### src/rtl/ieee_sd_arbiter.sv
// Round-robin arbiter funnelling per-device SD block requests onto one host
// SD channel. The winner's LBA, block count and operation are latched for the
// whole transfer; host ack and write data are routed to/from that device only.
// A request that the host never acks is aborted after TIMEOUT cycles.
module ieee_sd_arbiter #(
  parameter int unsigned NBD     = 2,
  parameter logic [23:0] TIMEOUT = 24'd16_000_000
) (
  input  logic              clk_sys,
  input  logic              reset_n,
  input  logic [32*NBD-1:0] dev_lba,
  input  logic [6*NBD-1:0]  dev_blk_cnt,
  input  logic [NBD-1:0]    dev_rd,
  input  logic [NBD-1:0]    dev_wr,
  output logic [NBD-1:0]    dev_ack,
  input  logic [8*NBD-1:0]  dev_buff_din,
  output logic [31:0]       sd_lba,
  output logic [5:0]        sd_blk_cnt,
  output logic              sd_rd,
  output logic              sd_wr,
  input  logic              sd_ack,
  output logic [7:0]        sd_buff_din,
  output logic [2:0]        sd_dev,
  output logic              busy,
  output logic              timeout_err
);

  typedef enum logic [1:0] {IDLE, REQ, XFER, DONE} state_t;

  state_t          state, state_nx;
  logic [NBD-1:0]  rd_q, wr_q;
  logic [2:0]      ptr;
  logic [23:0]     tmo_cnt;

  logic            hi_vld, lo_vld, win_vld;
  logic [2:0]      hi_idx, lo_idx, win_idx;
  logic [31:0]     sel_lba;
  logic [5:0]      sel_cnt;
  logic            sel_wr;
  logic [NBD-1:0]  ack_nx;

  logic            do_grant, do_ack, do_tmo, do_done;

  // Round-robin search: first pending index at or above the pointer,
  // otherwise the first pending index below it (wrap-around).
  always_comb begin
    hi_vld = 1'b0;
    hi_idx = '0;
    lo_vld = 1'b0;
    lo_idx = '0;
    for (int unsigned i = 0; i < NBD; i++) begin
      if (!hi_vld && (rd_q[i] || wr_q[i]) && (3'(i) >= ptr)) begin
        hi_vld = 1'b1;
        hi_idx = 3'(i);
      end
      if (!lo_vld && (rd_q[i] || wr_q[i])) begin
        lo_vld = 1'b1;
        lo_idx = 3'(i);
      end
    end
    win_vld = hi_vld || lo_vld;
    win_idx = hi_vld ? hi_idx : lo_idx;
  end

  // Fetch the winner's LBA, block count and operation (write has priority).
  always_comb begin
    sel_lba = '0;
    sel_cnt = '0;
    sel_wr  = 1'b0;
    for (int unsigned i = 0; i < NBD; i++) begin
      if (win_idx == 3'(i)) begin
        sel_lba = dev_lba[32*i +: 32];
        sel_cnt = dev_blk_cnt[6*i +: 6];
        sel_wr  = wr_q[i];
      end
    end
  end

  // Write data from the granted device, only while the transfer runs.
  always_comb begin
    sd_buff_din = '0;
    for (int unsigned i = 0; i < NBD; i++) begin
      if (state == XFER && sd_dev == 3'(i)) sd_buff_din = dev_buff_din[8*i +: 8];
    end
  end

  // Host ack steered to the granted device; ignored in IDLE/DONE.
  always_comb begin
    ack_nx = '0;
    for (int unsigned i = 0; i < NBD; i++) begin
      ack_nx[i] = sd_ack && (state == REQ || state == XFER) && (sd_dev == 3'(i));
    end
  end

  // FSM state register.
  always_ff @(posedge clk_sys or negedge reset_n) begin
    if (!reset_n) state <= IDLE;
    else          state <= state_nx;
  end

  // FSM next state and per-transition strobes.
  always_comb begin
    state_nx = state;
    do_grant = 1'b0;
    do_ack   = 1'b0;
    do_tmo   = 1'b0;
    do_done  = 1'b0;
    case (state)
      IDLE: if (win_vld) begin
        state_nx = REQ;
        do_grant = 1'b1;
      end
      REQ: begin
        if (sd_ack) begin
          state_nx = XFER;
          do_ack   = 1'b1;
        end else if (tmo_cnt == TIMEOUT - 24'd1) begin
          state_nx = DONE;
          do_tmo   = 1'b1;
        end
      end
      XFER: if (!sd_ack) state_nx = DONE;
      DONE: begin
        state_nx = IDLE;
        do_done  = 1'b1;
      end
      default: state_nx = IDLE;
    endcase
  end

  // Request sampling stage (gives the two-clock grant latency), latched
  // transfer parameters, timeout counter and round-robin pointer.
  always_ff @(posedge clk_sys or negedge reset_n) begin
    if (!reset_n) begin
      rd_q        <= '0;
      wr_q        <= '0;
      ptr         <= '0;
      tmo_cnt     <= '0;
      sd_dev      <= '0;
      sd_lba      <= '0;
      sd_blk_cnt  <= '0;
      sd_rd       <= 1'b0;
      sd_wr       <= 1'b0;
      timeout_err <= 1'b0;
      dev_ack     <= '0;
    end else begin
      rd_q        <= dev_rd;
      wr_q        <= dev_wr;
      timeout_err <= do_tmo;
      dev_ack     <= ack_nx;
      if (do_grant) begin
        sd_dev     <= win_idx;
        sd_lba     <= sel_lba;
        sd_blk_cnt <= sel_cnt;
        sd_wr      <= sel_wr;
        sd_rd      <= !sel_wr;
        tmo_cnt    <= '0;
      end else if (state == REQ) begin
        tmo_cnt <= tmo_cnt + 24'd1;
      end
      if (do_ack || do_tmo) begin
        sd_rd <= 1'b0;
        sd_wr <= 1'b0;
      end
      if (do_done) ptr <= (sd_dev == 3'(NBD - 1)) ? 3'd0 : sd_dev + 3'd1;
    end
  end

  assign busy = (state != IDLE);

endmodule

### config.mk
export PLATFORM = sky130hd
export DESIGN_NAME = ieee_sd_arbiter
export DESIGN_NICKNAME = d
export VERILOG_FILES = /design/src/rtl/ieee_sd_arbiter.sv
export SDC_FILE = /design/constraint.sdc
export NUM_CORES = 1
export LEC_CHECK = 0
export BUFFER_PORTS_ARGS = -buffer_cell sky130_fd_sc_hd__buf_4
export CORE_ASPECT_RATIO = 0.6
export CORE_MARGIN = 1.5
export CORE_UTILIZATION = 30
export DETAILED_ROUTE_END_ITERATION = 7
export HOLD_SLACK_MARGIN = 0.1
export SYNTH_ARGS = -nofsm -noshare
export SYNTH_HDL_FRONTEND = slang
export SYNTH_SLANG_ARGS = --single-unit
### constraint.sdc
create_clock -name clk_sys -period 2.1 [get_ports clk_sys]
set_clock_uncertainty 0.2 [all_clocks]
set_input_delay 0.42 -clock clk_sys [delete_from_list [all_inputs] [get_ports clk_sys]]
set_output_delay 0.42 -clock clk_sys [all_outputs]
set_load 0.02 [all_outputs]
==> out/summary.txt, run 1 <==
first-pass GRT wire length -> 15.9 mm
share of layout cells above drive strength 1 -> 37.1%
CP Capture Type -> output pin
initial core utilization -> 31.1%
die area -> 0.0133 mm2
Crit path arrival time -> 1350 ps
largest cells by area after synthesis -> dfrtp_1 (50%), mux2i_1 (12%), nand2_1 (5.1%), o21ai_0 (3.6%), nor2_1 (3.0%)
Switching Fraction -> 37.0%
CTS tree -> built
element type at the critical path start -> flip-flop
Leak -> 2.77 nW
WL/cell -> 13.7 um
I/O Buffers -> 151
top_reg_cell synth -> dfrtp_1
Comb pwr share -> 45.0%
Avg Inst Size Synth -> 10.3 um2
crit path from -> state[0]
Max FO, Critical Path -> 9
PD cells -> 1290 mW/mm2
unrepaired setup endpoints after global routing -> no
antenna violations before repair -> 0
final period demand of the worst path -> 1970 ps
sequential element share of the synthesized area -> 49.8%
DP Wirelength -> 7.42 mm
via/cell ratio -> 4.61
sequential power share -> 31.1%
Die X -> 148 um
r2r worst-path depth -> 7
H-tree depth -> 3
final wirelength -> 9.58 mm
EDFF count, synth -> 0
drt drc -> 0
Reg clk slew, reported paths -> 50 ps
Clock Latency Late Sink -> 330 ps
maximum VDD drop -> 568 uV
clk root buf -> clkbuf_16
area of the core -> 0.0121 mm2
Pre-Repair DR Iteration Count -> 4
FMAX -> 0.509 GHz
largest net degree at the start of global routing -> 41
Unique masters post-synth -> 45
die height -> 89.8 um
clk sink count -> 75
Hold WC Path Type -> primary input to flip-flop
DR vias -> 3,219
FF-to-FF Start -> state[1]
crit path kind -> flip-flop to output pin
worst hold start -> sd_ack
final period utilization -> 93.6%
Final Hold Viols -> 0
internal power -> 4.52 mW
status -> complete, no violations
ys async rst share -> 100%
most common cell after layout, fill and taps aside -> buf_4
TritonCTS Buffers -> 9
post-route core utilization -> 45.8%
CP Data Required Time -> 1480 ps
antenna viol nets, final -> 0
Hold Path Cell Cnt -> 2
initial drt markers -> 135
Clk pwr share -> 23.9%
number of cells produced by synthesis -> 367
Max Cap Viol -> 0
vias in the first global route -> 3,261
share of the synthesized area in the top cell type -> 49.8%
Syn. warnings -> 0
commonest non-fill, non-tap cells in the layout -> buf_4 (161), dfrtp_1 (74), nand2_1 (51), mux2i_1 (47), nor2_1 (30)
layout net count -> 635
area grow syn2layout -> 47.6%
Yosys reg bits -> 75
clock tree buffer depth -> 2
Row Count -> 31
antenna fix cells -> 0
number of fill cells -> 1,139
Mapped Area -> 0.00377 mm2
# IOs -> 154
routability cong. -> 0.787
total negative slack -> 0 ps
Congestion Overflow GR -> 0
fin. max-slew vios -> 0
total track usage -> 15.1%
WHS -> 113 ps
final setup fails -> 0
cell taking the most area after synthesis -> dfrtp_1
P_sw -> 2.66 mW
[registers in the layout (all words and copies together) (netlist names)]
name / flops
state: 2
ptr: 1
timeout_err: 1
wr_q: 2
tmo_cnt: 24
sd_blk_cnt: 6
sd_dev: 1
sd_rd: 1
rd_q: 2
sd_wr: 1
sd_lba: 32
dev_ack: 2
[power groups by stage]
stage / registers (mW) / logic [mW] / clock network [mW]
detailed placement: 2.26 / 3.24 / 0
finish: 2.23 / 3.23 / 1.71
global route: 2.29 / 3.54 / 1.84
floorplan: 2.69 / 1.46 / 0
global placement: 2.24 / 3.19 / 0
CTS: 2.24 / 3.28 / 1.77
[routing by layer]
layer,wire length [um],vias to the layer above,track usage (%)
met5,0,-,0
met2,4200,120,22.7
li1,-,1599,-
met4,105,0,5.42
met3,727,6,4.72
met1,4540,1494,20.3
[area by class of cell]
class | count | area [um2] | area share [%]
multi-input cells | 268 | 1790 | 32.1
inverters | 6 | 22.5 | 0.405
well taps | 165 | 206 | 3.71
repair buffers | 170 | 1340 | 24.1
clock buffers | 10 | 229 | 4.11
flip-flops and latches | 75 | 1880 | 33.7
clock inverters | 5 | 103 | 1.84
[final timing paths]
check | endpoint | slack (ps)
hold reg to reg | sd_lba[12] | 280
hold / removal | timeout_err | 110
setup / recovery | sd_buff_din[2] | 130
setup reg to reg | state[1] | 140
min in group asynchronous | sd_lba[15] | 360
max in group asynchronous | sd_lba[5] | 820
[synth_stat cells, types with 8 or more instances]
cell type / number
dfrtp_1: 75
nand2_1: 51
mux2i_1: 47
nor2_1: 30
o21ai_0: 27
o21ai_1: 18
buf_2: 11
xor2_1: 11
nand3_1: 9
nor2b_1: 9
a21oi_1: 8
[stage by stage]
step | power [mW] | area [um2] | setup slack (ps) | std cells
floorplan | 4.15 | 3770 | 133 | 368
global placement | 5.43 | 5160 | 135 | 678
detailed placement | 5.50 | 5160 | 70.2 | 678
CTS | 7.29 | 5550 | 2.73 | 698
global route | 7.67 | 5570 | 2.51 | 699
finish | 7.18 | 5570 | 134 | 699
[cell families after synthesis]
family | synth area share [%]
simple gates | 19.0
flops | 49.8
compound gates | 8.63
mux | 12.9
buf+inv | 3.72
xor+xnor | 3.95
fa+ha+maj | 1.99
other cells | 0.0995
[worst max-delay path, cell delays in order, from the launching register on]
cell	delay, ps
dfrtp_1	410
inv_2	100
ha_4	180
nor2b_1	170
buf_4	160
[timing repair]
item | in CTS | in global routing
gates resized for setup | 3 | 2
hold buffers | 5 | 0
setup buffers | 0 | 1
endpoints found under the setup margin | 8 | 12
pin swaps | 0 | 1
gates cloned | 0 | 0
hold endpoints to repair | 30 | 0
Power figures use the tool's default switching activity.
==> inputs of run 2 (changes only) <==
Settings changed: CORE_ASPECT_RATIO 0.6 to 0.75.
Clock period 2.1 ns to 2.2 ns, I/O delays scaled along.
==> run 2 against run 1 <==
  * Sequential cell count unchanged
  * Highest routed layer unchanged
  * Power down 9.5%
  * Sequential share of layout area up 0.62 points
  * First-iteration DRC count up 15%
  * Sequential power down 4%
  * Via count down 1.6%
  * Largest cell class unchanged
  * Wire length down 5.7%
  * Die area down 0.11%
  * Cell area down 1.9%
  * Count of clock-buffer cells in the layout unchanged
  * Non-clock buffer count down 6
  * Final cell count down 0.57%
==> out/summary.txt, run 2 (synthesis results as in run 1) <==
Crit path arrival time -> 1500 ps
element type at the critical path start -> flip-flop
slowest CP cell -> dfrtp_1
status -> complete, no violations
vias in the first global route -> 3,152
Reg clk slew, reported paths -> 60 ps
PD cells -> 1190 mW/mm2
FMAX -> 0.467 GHz
initial drt markers -> 155
total track usage -> 14.2%
Pre-Repair DR Iteration Count -> 4
clk sink count -> 75
unrepaired setup endpoints after global routing -> yes
CTS tree -> built
die area -> 0.0133 mm2
WHS -> 138 ps
share of layout cells above drive strength 1 -> 36.3%
Congestion Overflow GR -> 0
Final Hold Viols -> 0
Clock Latency Late Sink -> 330 ps
# IOs -> 154
DP Wirelength -> 6.87 mm
DR vias -> 3,169
cells along the critical path -> inv_1, ha_2, nor2b_1, buf_4
largest net degree at the start of global routing -> 52
CP Capture Type -> output pin
Max Cap Viol -> 0
die height -> 100 um
clk root buf -> clkbuf_16
Hold WC Path Type -> primary input to flip-flop
CP max stage delay -> 400 ps
Cells after DPL -> 674
via/cell ratio -> 4.56
Die X -> 132 um
layout net count -> 629
crit-path leading delay family -> flip-flops
area of the core -> 0.0123 mm2
Buf/Inv on CP -> 2
fin. max-slew vios -> 0
commonest non-fill, non-tap cells in the layout -> buf_4 (155), dfrtp_1 (75), nand2_1 (51), mux2i_1 (47), nor2_1 (30)
final setup fails -> 0
Row Count -> 35
maximum VDD drop -> 491 uV
first-pass GRT wire length -> 15.0 mm
area grow syn2layout -> 44.9%
largest registers -> sd_lba (32), tmo_cnt (24), sd_blk_cnt (6)
antenna viol nets, final -> 0
final period utilization -> 97.4%
routability cong. -> 0.812
most common cell after layout, fill and taps aside -> buf_4
I/O Buffers -> 151
Max FO, Critical Path -> 9
initial core utilization -> 30.7%
TritonCTS Buffers -> 9
WL/cell -> 13.0 um
Post-Layout Cell Count -> 695
CP Data Required Time -> 1560 ps
Largest register FFs -> 32
antenna violations before repair -> 0
crit path kind -> flip-flop to output pin
drt drc -> 0
number of fill cells -> 1,199
antenna fix cells -> 0
H-tree depth -> 3
largest register by flop count -> sd_lba
final period demand of the worst path -> 2140 ps
clock tree buffer depth -> 2
Leak -> 2.72 nW
final wirelength -> 9.03 mm
run 2: cell count changes in the layout (fill, tap and decap cells not counted), sizes merged:
| cell | previous run | this run |
|---|---|---|
| clkinvlp | 1 | 3 |
| bufinv | 3 | 0 |
| buf | 165 | 159 |
| clkinv | 1 | 3 |
run 2: repair_timing:
| action | 4_1_cts | 5_1_grt |
|---|---|---|
| hold buffers | 5 | 0 |
| gates resized for setup | 1 | 1 |
| endpoints found under the hold margin | 33 | 0 |
| setup endpoints to repair | 8 | 12 |
| setup buffers | 0 | 0 |
| pin swaps | 0 | 1 |
| gates cloned | 0 | 0 |
run 2: worst paths after layout:
kind / cells past startpoint / from / end / slack, ps
max reg2reg: 7 / state[1] / state[1] / 130
max: 4 / state[0] / sd_buff_din[0] / 60
min reg2reg: 2 / sd_lba[28] / sd_lba[28] / 280
min: 2 / sd_ack / timeout_err / 140
max in group asynchronous: 3 / reset_n / sd_blk_cnt[5] / 830
min in group asynchronous: 2 / reset_n / tmo_cnt[9] / 380
run 2: final cells by class:
type                            count  area [um2]  area share [%]
Clock buffer                       10         239            4.38
Clock inverter                      6        41.3           0.756
Inverter                            6        22.5           0.412
Multi-Input combinational cell    268        1780            32.6
Sequential cell                    75        1880            34.4
Tap cell                          166         208            3.80
Timing Repair Buffer              164        1290            23.7
run 2: worst reg2reg max path, stage by stage, from the launching register on:
cell	delay, ps
dfrtp_1	420
inv_1	150
ha_1	290
buf_4	190
nor2b_1	240
nand2_1	100
nand3_2	90
mux2_4	290
run 2: where the power goes:
part | internal, mW | leakage, nW | switching, mW | total (mW)
Sequential | 1.83 | 0.959 | 0.307 | 2.14
Clock | 0.791 | 0.130 | 0.565 | 1.36
Combinational | 1.35 | 1.63 | 1.66 | 3.00
Total | 3.97 | 2.72 | 2.53 | 6.49
run 2: metrics by stage:
step | instance area (um2) | utilization (%) | setup WS [ps] | power, mW | setup TNS, ps
4_1_cts | 5460 | 44.5 | 22.6 | 6.61 | 0
3_3_place_gp | 5120 | 41.8 | 127 | 5.14 | 0
2_1_floorplan | 3770 | - | 213 | 3.96 | 0
3_5_place_dp | 5120 | 41.8 | 51.3 | 5.21 | 0
5_1_grt | 5460 | 44.5 | -59.7 | 6.97 | -378
6_report | 5460 | 44.5 | 57.1 | 6.49 | 0
run 2: metal layers:
metal,routed length [um],track usage (%),up-vias
met1,4100,17.6,1468
met5,0,0,-
met2,4160,23.2,112
met3,636,4.34,9
li1,-,-,1580
met4,138,5.83,0
